===== src/rtl/rv32_pipe_pkg.sv =====
// rtl/rv32_pipe_pkg.sv - shared constants and entry type for the RV32 pipeline stage
package rv32_pipe_pkg;

    localparam logic [31:0] RV32_NOP      = 32'h0000_0013;
    localparam int          DEF_XLEN      = 32;
    localparam int          DEF_NUM_LANES = 4;
    localparam int          DEF_CTRL_W    = 3;
    localparam int          DEF_RSEL_W    = 5;

    typedef struct packed {
        logic [DEF_NUM_LANES*DEF_XLEN-1:0] data;
        logic [DEF_CTRL_W-1:0]             ctrl;
        logic                              hlt;
        logic [31:0]                       code;
        logic [DEF_RSEL_W-1:0]             rd;
    } pipe_entry_t;

endpackage


===== src/rtl/rv32_pipe_entry.sv =====
// rtl/rv32_pipe_entry.sv - one valid+payload slot with load, clear and bubble controls
module rv32_pipe_entry
    import rv32_pipe_pkg::*;
#(
    parameter int DW     = DEF_NUM_LANES * DEF_XLEN,
    parameter int CTRL_W = DEF_CTRL_W,
    parameter int RSEL_W = DEF_RSEL_W
) (
    input  logic              clk,
    input  logic              rst_n,
    input  logic              load_i,
    input  logic              clear_i,
    input  logic              bubble_i,
    input  logic [DW-1:0]     data_i,
    input  logic [CTRL_W-1:0] ctrl_i,
    input  logic              hlt_i,
    input  logic [31:0]       code_i,
    input  logic [RSEL_W-1:0] rd_i,
    output logic              valid_o,
    output logic [DW-1:0]     data_o,
    output logic [CTRL_W-1:0] ctrl_o,
    output logic              hlt_o,
    output logic [31:0]       code_o,
    output logic [RSEL_W-1:0] rd_o
);

    logic              valid_q, valid_d;
    logic [DW-1:0]     data_q, data_d;
    logic [CTRL_W-1:0] ctrl_q, ctrl_d;
    logic              hlt_q, hlt_d;
    logic [31:0]       code_q, code_d;
    logic [RSEL_W-1:0] rd_q, rd_d;

    // A bubble turns the slot into a side-effect-free NOP but leaves the data lanes alone.
    always_comb begin
        valid_d = valid_q;
        data_d  = data_q;
        ctrl_d  = ctrl_q;
        hlt_d   = hlt_q;
        code_d  = code_q;
        rd_d    = rd_q;
        if (bubble_i) begin
            valid_d = 1'b0;
            ctrl_d  = '0;
            hlt_d   = 1'b0;
            code_d  = RV32_NOP;
            rd_d    = '0;
        end else if (load_i) begin
            valid_d = 1'b1;
            data_d  = data_i;
            ctrl_d  = ctrl_i;
            hlt_d   = hlt_i;
            code_d  = code_i;
            rd_d    = rd_i;
        end else if (clear_i) begin
            valid_d = 1'b0;
        end
    end

    always_ff @(posedge clk) begin
        if (!rst_n) begin
            valid_q <= 1'b0;
            data_q  <= '0;
            ctrl_q  <= '0;
            hlt_q   <= 1'b1;
            code_q  <= RV32_NOP;
            rd_q    <= '0;
        end else begin
            valid_q <= valid_d;
            data_q  <= data_d;
            ctrl_q  <= ctrl_d;
            hlt_q   <= hlt_d;
            code_q  <= code_d;
            rd_q    <= rd_d;
        end
    end

    assign valid_o = valid_q;
    assign data_o  = data_q;
    assign ctrl_o  = ctrl_q;
    assign hlt_o   = hlt_q;
    assign code_o  = code_q;
    assign rd_o    = rd_q;

endmodule


===== src/rtl/rv32_pipe_skid_stage.sv =====
// rtl/rv32_pipe_skid_stage.sv - registered valid/ready pipeline stage with optional skid slot
module rv32_pipe_skid_stage
    import rv32_pipe_pkg::*;
#(
    parameter int XLEN      = DEF_XLEN,
    parameter int NUM_LANES = DEF_NUM_LANES,
    parameter int CTRL_W    = DEF_CTRL_W,
    parameter int RSEL_W    = DEF_RSEL_W,
    parameter int SKID      = 1,
    parameter int CNT_W     = 16
) (
    input  logic                      clk,
    input  logic                      rst_n,
    input  logic                      flush,
    input  logic                      in_valid,
    output logic                      in_ready,
    input  logic [NUM_LANES*XLEN-1:0] in_data,
    input  logic [CTRL_W-1:0]         in_ctrl,
    input  logic                      in_hlt,
    input  logic [31:0]               in_code,
    input  logic [RSEL_W-1:0]         in_rd,
    output logic                      out_valid,
    input  logic                      out_ready,
    output logic [NUM_LANES*XLEN-1:0] out_data,
    output logic [CTRL_W-1:0]         out_ctrl,
    output logic                      out_hlt,
    output logic [31:0]               out_code,
    output logic [RSEL_W-1:0]         out_rd,
    output logic [1:0]                occupancy,
    output logic [CNT_W-1:0]          stall_cycles
);

    localparam int DW = NUM_LANES * XLEN;

    logic              accept, drain, rdy_raw;
    logic              m_v, m_load, m_clr, s_v;
    logic [DW-1:0]     m_data, s_data, m_src_data;
    logic [CTRL_W-1:0] m_ctrl, s_ctrl, m_src_ctrl;
    logic              m_hlt, s_hlt, m_src_hlt;
    logic [31:0]       m_code, s_code, m_src_code;
    logic [RSEL_W-1:0] m_rd, s_rd, m_src_rd;
    logic [CNT_W-1:0]  stall_q, stall_d;

    assign in_ready = rst_n & rdy_raw;
    assign accept   = in_valid & in_ready;
    assign drain    = m_v & out_ready;

    // M refills from S whenever S holds the older entry, otherwise from the input.
    assign m_src_data = s_v ? s_data : in_data;
    assign m_src_ctrl = s_v ? s_ctrl : in_ctrl;
    assign m_src_hlt  = s_v ? s_hlt  : in_hlt;
    assign m_src_code = s_v ? s_code : in_code;
    assign m_src_rd   = s_v ? s_rd   : in_rd;

    generate
        if (SKID != 0) begin : g_skid
            logic s_load, s_clr;

            // Ready depends only on S being empty, so no out_ready->in_ready path exists.
            assign rdy_raw = ~s_v;
            assign m_load  = s_v ? drain : (accept & (~m_v | drain));
            assign m_clr   = drain & ~m_load;
            assign s_load  = accept & m_v & ~drain;
            assign s_clr   = s_v & drain;

            rv32_pipe_entry #(.DW(DW), .CTRL_W(CTRL_W), .RSEL_W(RSEL_W)) u_s (
                .clk      (clk),
                .rst_n    (rst_n),
                .load_i   (s_load),
                .clear_i  (s_clr),
                .bubble_i (flush),
                .data_i   (in_data),
                .ctrl_i   (in_ctrl),
                .hlt_i    (in_hlt),
                .code_i   (in_code),
                .rd_i     (in_rd),
                .valid_o  (s_v),
                .data_o   (s_data),
                .ctrl_o   (s_ctrl),
                .hlt_o    (s_hlt),
                .code_o   (s_code),
                .rd_o     (s_rd)
            );
        end else begin : g_single
            assign rdy_raw = ~m_v | out_ready;
            assign m_load  = accept;
            assign m_clr   = drain & ~accept;
            assign s_v     = 1'b0;
            assign s_data  = '0;
            assign s_ctrl  = '0;
            assign s_hlt   = 1'b0;
            assign s_code  = RV32_NOP;
            assign s_rd    = '0;
        end
    endgenerate

    rv32_pipe_entry #(.DW(DW), .CTRL_W(CTRL_W), .RSEL_W(RSEL_W)) u_m (
        .clk      (clk),
        .rst_n    (rst_n),
        .load_i   (m_load),
        .clear_i  (m_clr),
        .bubble_i (flush),
        .data_i   (m_src_data),
        .ctrl_i   (m_src_ctrl),
        .hlt_i    (m_src_hlt),
        .code_i   (m_src_code),
        .rd_i     (m_src_rd),
        .valid_o  (m_v),
        .data_o   (m_data),
        .ctrl_o   (m_ctrl),
        .hlt_o    (m_hlt),
        .code_o   (m_code),
        .rd_o     (m_rd)
    );

    always_comb begin
        stall_d = stall_q;
        if (m_v && !out_ready && !(&stall_q)) begin
            stall_d = stall_q + CNT_W'(1);
        end
    end

    always_ff @(posedge clk) begin
        if (!rst_n) begin
            stall_q <= '0;
        end else begin
            stall_q <= stall_d;
        end
    end

    assign out_valid    = m_v;
    assign out_data     = m_data;
    assign out_ctrl     = m_v ? m_ctrl : '0;
    assign out_hlt      = m_hlt;
    assign out_code     = m_code;
    assign out_rd       = m_rd;
    assign occupancy    = {1'b0, m_v} + {1'b0, s_v};
    assign stall_cycles = stall_q;

endmodule

===== config.mk =====
export PLATFORM = sky130hd
export DESIGN_NAME = rv32_pipe_skid_stage
export DESIGN_NICKNAME = d
export VERILOG_FILES = /design/src/rtl/rv32_pipe_pkg.sv /design/src/rtl/rv32_pipe_entry.sv /design/src/rtl/rv32_pipe_skid_stage.sv
export SDC_FILE = /design/constraint.sdc
export NUM_CORES = 1
export LEC_CHECK = 0
export ABC_AREA = 1
export CAP_MARGIN = 20
export CORE_MARGIN = 2
export CORE_UTILIZATION = 49
export DETAILED_ROUTE_END_ITERATION = 12
export GPL_ROUTABILITY_DRIVEN = 1
export PLACE_DENSITY = 0.8
export SYNTH_ARGS = -nofsm -noshare
export SYNTH_HDL_FRONTEND = slang
export SYNTH_SLANG_ARGS = --single-unit

===== constraint.sdc =====
create_clock -name clk -period 2.07 [get_ports clk]
set_input_delay 0.3105 -clock clk [delete_from_list [all_inputs] [get_ports clk]]
set_output_delay 0.3105 -clock clk [all_outputs]
set_load 0.1 [all_outputs]

==> Implementation_results.wiki <==
{| class="wikitable"
! Metric !! Value
|-
| Vias in the first global route || 13.3k
|-
| Status || complete, no violations
|-
| Min-Delay Path Class || in -> reg
|-
| Area occupied by multi-input gates || 5990 µm²
|-
| Main synth FF type || sky130_fd_sc_hd__dfxtp_1
|-
| Peak per-stage delay on the critical path || 0.44 ns
|-
| DRC || 0
|-
| Post-Synthesis Net Count || 2145
|-
| Area overhead of the layout relative to synthesis || 32.6%
|-
| Number of synthesized register bits || 356
|-
| Pin count of the biggest net entering global routing || 196
|-
| Filler-free cell count of the finished design || 2669
|-
| Library cell contributing the largest single delay on the critical path || sky130_fd_sc_hd__dfxtp_4
|-
| Detail Placement HPWL || 27000 µm
|-
| Root buf cell || sky130_fd_sc_hd__clkbuf_16
|-
| Worst Reg-to-Reg Cells || 7
|-
| Violation count after the first detailed-routing iteration || 1099
|-
| Synth warnings || 0
|-
| FF-to-FF End || stall_cycles[7]
|-
| Number of fillers in the final layout || 2388
|-
| Number of cells upsized or downsized after cts || 0
|-
| Global-route total usage across every layer || 25.8%
|-
| Number of placement rows || 62
|-
| Unique cell type count in the Yosys netlist || 27
|-
| Startpoint type of the worst setup path || flop
|-
| Timing-limited maximum frequency || 525 MHz
|-
| Placer's final routability congestion estimate || 0.831
|-
| Top library cells by usage in the layout, fill and taps aside || sky130_fd_sc_hd__nand2_1 (531), sky130_fd_sc_hd__dfxtp_1 (351), sky130_fd_sc_hd__a21oi_1 (285)
|-
| First-pass DRT Iterations || 8
|-
| Register area share after synthesis || 49.6%
|-
| Proportion of layout cells with a drive suffix above 1 || 13.5%
|-
| TritonCTS clock tree || built
|-
| Area taken by flip-flops and latches || 7140 µm²
|-
| Die W || 175 µm
|-
| Average size of a mapped cell || 7.30 µm²
|-
| Antenna violations before repair || 2
|-
| Max-capacitance violation count || 0
|-
| Required time of the worst setup path || 1.76 ns
|-
| Input/output buffers || 362
|-
| Die footprint || 30700 µm²
|-
| Total clock sinks || 356
|-
| Antenna diode instance count || 0
|-
| Die Height || 175 µm
|-
| TritonCTS Buffers || 38
|-
| Worst-path maximum fanout || 85
|-
| Global route overflow || 0
|-
| Syn Std Cell Area || 14400 µm²
|-
| Total Wirelength || 41300 µm
|-
| Count of flip-flops with a built-in enable after synthesis || 0
|-
| Average detailed-routed wire length per instance || 15.5 µm
|-
| Hold violation total from the final report || 0
|-
| IO Pins || 363
|-
| Number of buffers inserted to repair setup after CTS || 0
|-
| Worst Skew || 0.0160 ns
|-
| Via-per-instance ratio || 5.27
|-
| Core Area || 28800 µm²
|-
| CP startpoint || g_skid.u_s.valid_o
|-
| Final worst-path cycle share || 91.9%
|-
| Beginning of the worst register-to-register path || stall_cycles[0]
|-
| Clock-pin slew of the registers on the worst-case setup and hold paths || 0.06 ns
|-
| Endpoint class of the critical path || primary output
|-
| Worst-case headroom to the max-slew limit || 39.8%
|-
| Post-Place Cells || 2605
|-
| Routed vias || 14.1k
|-
| Antenna Violating Nets Remaining || 0
|-
| Setup repair after global routing missed its margin || no
|-
| Critical path class || reg -> out
|-
| Max IR drop VDD || 0.000660 V
|-
| Power per unit of standard cell area || 825 nW/µm²
|-
| Reported leakage power || 7.90 nW
|-
| Post-cts hold buffer count || 0
|-
| Count of final setup violators || 0
|-
| Worst endpoint data arrival time || 1.59 ns
|-
| Insertion delay of the later-clocked pin in the worst-skew pair || 0.51 ns
|-
| Worst slack at placement || 0.0113 ns
|-
| Max H-tree Level || 2
|-
| Buffer levels on the longest clock path || 3
|-
| Worst setup slack for register-to-register paths || 0.28 ns
|-
| Worst Hold End || u_m.data_o[126]
|-
| Final layout net count || 2437
|-
| Number of stages on the worst hold path || 3
|-
| Cell occurring most often along the worst timing path || sky130_fd_sc_hd__buf_12
|-
| Fraction of synthesis flops using an asynchronous set or reset pin || 0%
|-
| Wire length of the first global-routing pass || 65900 µm
|-
| Final slew viol count || 0
|-
| Final period demand of the worst path || 1.90 ns
|-
| Post-route setup slack || 0.167 ns
|-
| Slew of the pin with the lowest slew margin || 0.903 ns
|-
| Most common cell after layout, fill and taps aside || sky130_fd_sc_hd__nand2_1
|-
| Chain of cells forming the critical path || buf_12 -> nor2_2 -> buf_12
|-
| Count of mapped cells out of synthesis || 1969
|-
| Origin of the worst min-delay path || rst_n
|-
| Effective utilization at floorplan || 50.0%
|}
flip-flops by register name (all words and copies together) (netlist names):
| name | flops |
|---|---|
| u_m.valid_o | 1 |
| u_m.hlt_o | 1 |
| u_m.data_o | 128 |
| u_m.ctrl_o | 3 |
| g_skid.u_s.data_o | 128 |
| g_skid.u_s.ctrl_o | 3 |
| g_skid.u_s.valid_o | 1 |
| g_skid.u_s.hlt_o | 1 |
| g_skid.u_s.code_o | 32 |
| u_m.rd_o | 5 |
| g_skid.u_s.rd_o | 5 |
| u_m.code_o | 32 |
| stall_cycles | 16 |
layout make-up:
cell class | count | share of cell area [%]
flip-flops and latches | 356 | 37.4
multi-input cells | 1315 | 31.4
repair buffers | 400 | 19.3
clock buffers | 50 | 5.55
inverters | 150 | 2.97
well taps | 384 | 2.52
clock inverters | 14 | 0.794
cell families (layout without fill, tap and decap cells):
logic type,count (synthesis),after routing,synth area share [%]
adders and majority gates,2,2,0.174
DFF,356,356,49.6
buffers and inverters,298,614,9.03
AOI/OAI and AO/OA,653,653,23.1
xor gates and xnor gates,6,6,0.365
and+or+nand+nor,654,654,17.7
worst max-delay path by stage:
stage	to	slack, ns
3_3_place_gp	g_skid.u_s.data_o[0]	0.01
5_1_grt	in_ready	0.09
2_1_floorplan	in_ready	-0.08
4_1_cts	in_ready	0.13
3_5_place_dp	g_skid.u_s.data_o[0]	0.01
6_report	in_ready	0.17
through the flow:
step	setup TNS (ns)	hold WS (ns)	power, mW	util (%)	cell area (µm²)
after CTS	0	0.248	15.8	66.2	19100
after detailed placement	0	0.445	9.22	62.0	17900
after floorplan	-0.0778	0.424	8.48	-	14400
final	0	0.261	15.7	66.2	19100
after global routing	0	0.272	16.2	66.2	19100
after global placement	0	0.441	9.20	62.0	17900
critical path: cells and delay by family, from the launching register on:
family / cells / cell delay, ns
simple gates: 1 / 0.12
buf+inv: 2 / 0.50
flops: 1 / 0.44
cells in the mapped netlist, types with 4 or more instances:
library cell,n,area [µm²]
sky130_fd_sc_hd__xor2_1,4,35.0
sky130_fd_sc_hd__buf_2,51,255
sky130_fd_sc_hd__nand4_1,5,31.3
sky130_fd_sc_hd__nor2_1,94,353
sky130_fd_sc_hd__o21ai_1,101,505
sky130_fd_sc_hd__a21oi_1,285,1430
sky130_fd_sc_hd__dfxtp_1,356,7130
sky130_fd_sc_hd__o21ai_0,226,1130
sky130_fd_sc_hd__a31oi_1,36,225
sky130_fd_sc_hd__inv_2,5,18.8
sky130_fd_sc_hd__buf_4,7,52.6
sky130_fd_sc_hd__nand2_1,532,2000
sky130_fd_sc_hd__nand3_1,16,80.1
sky130_fd_sc_hd__clkbuf_1,76,285
sky130_fd_sc_hd__buf_6,12,135
sky130_fd_sc_hd__inv_1,145,544
metal layers:
| metal | wire length (µm) | vias to the layer above | track usage [%] | part of all wire, % |
|---|---|---|---|---|
| met4 | 1650 | 4 | 10.9 | 4.0 |
| met3 | 3320 | 108 | 6.21 | 8.0 |
| met1 | 16700 | 6453 | 31.5 | 41 |
| met5 | 27 | - | 0 | 0.065 |
| li1 | - | 6989 | - | - |
| met2 | 19500 | 508 | 43.6 | 47 |
report_power, final:
group          internal, mW  total (mW)  switching [mW]
logic                 0.624        2.02            1.39
clock network          3.96        6.65            2.69
registers              6.98        7.06          0.0788
total                  11.6        15.7            4.16
Power figures use the tool's default switching activity.
==> patch: new RTL, same settings <==
Set the parameter `CNT_W` to 12 (it was 16).
--- a/src/rtl/rv32_pipe_skid_stage.sv
+++ b/src/rtl/rv32_pipe_skid_stage.sv
@@ -9,3 +9,3 @@
     parameter int SKID      = 1,
-    parameter int CNT_W     = 16
+    parameter int CNT_W     = 12
 ) (
Ports: changed (resized stall_cycles); port bits go from 363 to 359. The function was not compared with the original's and may differ.
==> patch against the original RTL <==
- synthesized cell count down 1.3%
- wire length is 4.3% lower
- critical path depth rose by 1
- via count is 3.4% lower
- maximum frequency is 6.1% higher
- global-route usage is 0.35 points lower
- register-to-register slack better by 0.07 ns
- largest power group unchanged
- cell area down 0.70%
- area after synthesis down 1.5%
- worst setup slack improved by 0.11 ns
- sequential cell count decreased by 4
- power decreased by 2.3%
- clock power fell by 3.9%
- largest cell class unchanged
==> patch: results <==
group,metric,value,unit
worst_setup_path,cp.arrival,1.48,ns
worst_setup_path,max_stage_delay,0.38,ns
drt,drc_errors,0,
global_routing,grt_start_max_net_pins,159,
drt,vias,13590,
outcome,status,"finished clean",
yosys,seq_area_frac_synth,0.4972,
yosys,synth_fp_nets,2119,
drt,drt-pass1-iter-count,7,
power,p_leak,7.930,nW
worst_setup_path,cpMaxStageDelayCell,"dfxtp_2",
placed_design,dp_cells,2578,
global_routing,grt_pass1_wl,64250,microns
timing,worst_slew_pin_slew,0.7976,ns
drt,post_drt_wl_per_cell,14.93,microns
worst_setup_path,path_max_fanout,4,
clock_tree,numCtsBuffers,37,
final_layout,drive_above_1_share,0.1306,
yosys,yosys.cell_types.count,26,
placed_design,io_buffers,358,
global_routing,grt.total_usage,0.2546,
yosys,synthArstFlopShare,0,
power,ir_worst_vdd,0.0007367,V
placed_design,dp_slack,0.03816,ns
yosys,syn_area_per_cell,7.294,sq um
placed_design,hpwl,26290,microns
clock_tree,clkTransAtPathRegs,0.06,ns
drt,drtIter0Drc,1125,
timing,finalClockSkew,0.01514,ns
drt,via_per_inst,5.136,
yosys,synth_area_leaders,"dfxtp_1 50%, nand2_1 13%, o21ai_0 11%",
yosys,synth_commonest_cells,"502 x nand2_1, 352 x dfxtp_1, 316 x o21ai_0",
yosys,ys.flop_type,"dfxtp_1",
placed_design,place_congestion,0.8161,
final_layout,layout.nets,2409,
global_routing,grt_pass1_vias,12840,
clock_tree,cts_setup_buffers,0,
final_layout,fillers,2332,
## patch: cell types whose count changed after synthesis, sizes merged, moves of 2 or more
cell / before / now
a31oi: 36 / 1
nand3: 17 / 36
inv: 150 / 162
nand2: 533 / 502
dfxtp: 356 / 352
nor2: 97 / 101
o21ai: 329 / 317
a21oi: 285 / 281
clkinv: 0 / 2
clkbuf: 76 / 70
o211a: 0 / 24
buf: 72 / 77
## patch: final cells by class
class / count / area [sq um] / area share
Clock buffer: 61 / 1116 / 0.05895
Timing Repair Buffer: 398 / 3719 / 0.1964
Tap cell: 384 / 480.5 / 0.02538
Multi-Input combinational cell: 1280 / 5882 / 0.3107
Antenna cell: 2 / 5.005 / 0.0002644
Clock inverter: 4 / 52.55 / 0.002776
Sequential cell: 352 / 7057 / 0.3727
Inverter: 164 / 620.6 / 0.03278
## patch: through the flow
step	total power, mW	instance area, sq um	util	hold WS [ns]
after floorplan	8.384	14190	-	0.4237
after global placement	9.101	17760	0.6204	0.4312
after detailed placement	9.114	17760	0.6204	0.4395
after CTS	15.48	18930	0.6612	0.1878
after global routing	15.90	18930	0.6614	0.2016
final	15.36	18930	0.6614	0.2008
## patch: final timing paths
check                   startpoint                     to  slack, ns  cells past startpoint
max                    u_m.valid_o            out_ctrl[2]       0.28                      4
min                          rst_n   g_skid.u_s.code_o[1]       0.20                      4
max reg2reg        stall_cycles[1]       stall_cycles[11]       0.35                      8
min reg2reg  g_skid.u_s.code_o[28]  g_skid.u_s.code_o[28]       0.45                      2
## patch: per-layer routing
metal,up-vias,global-route usage,share of wire
met1,6083,0.3111,0.41
met5,-,0,0
met3,92,0.07043,0.088
met2,541,0.4231,0.46
met4,0,0.1071,0.039
li1,6870,-,-
## patch: power breakdown
group	total, mW	internal [mW]	leakage (nW)	switching, mW
logic	2.00	0.634	4.51	1.36
clock network	6.39	3.80	0.572	2.59
registers	6.98	6.90	2.85	0.0758
total	15.4	11.3	7.93	4.03
## patch: worst reg2reg max path, cell delays in order, from the launching register on
cell	delay, ns
dfxtp_2	0.36
ha_1	0.19
nand2_1	0.08
nor2_1	0.24
nand3_1	0.14
nand2_1	0.21
inv_1	0.19
nand2_1	0.11
a21oi_1	0.06
## patch: cell families (layout without fill, tap and decap cells)
logic type               count (synthesis)  in the layout  share of synthesized area
other                                    0              2                          0
AO/OA/AOI/OAI                          629            629                     0.2325
buffers and inverters                  311            627                    0.08987
XOR/XNOR                                 4              4                   0.002472
AND/OR/NAND/NOR                        645            645                     0.1761
flip-flops                             352            352                     0.4972
adder cells (fa/ha/maj)                  2              2                   0.001765
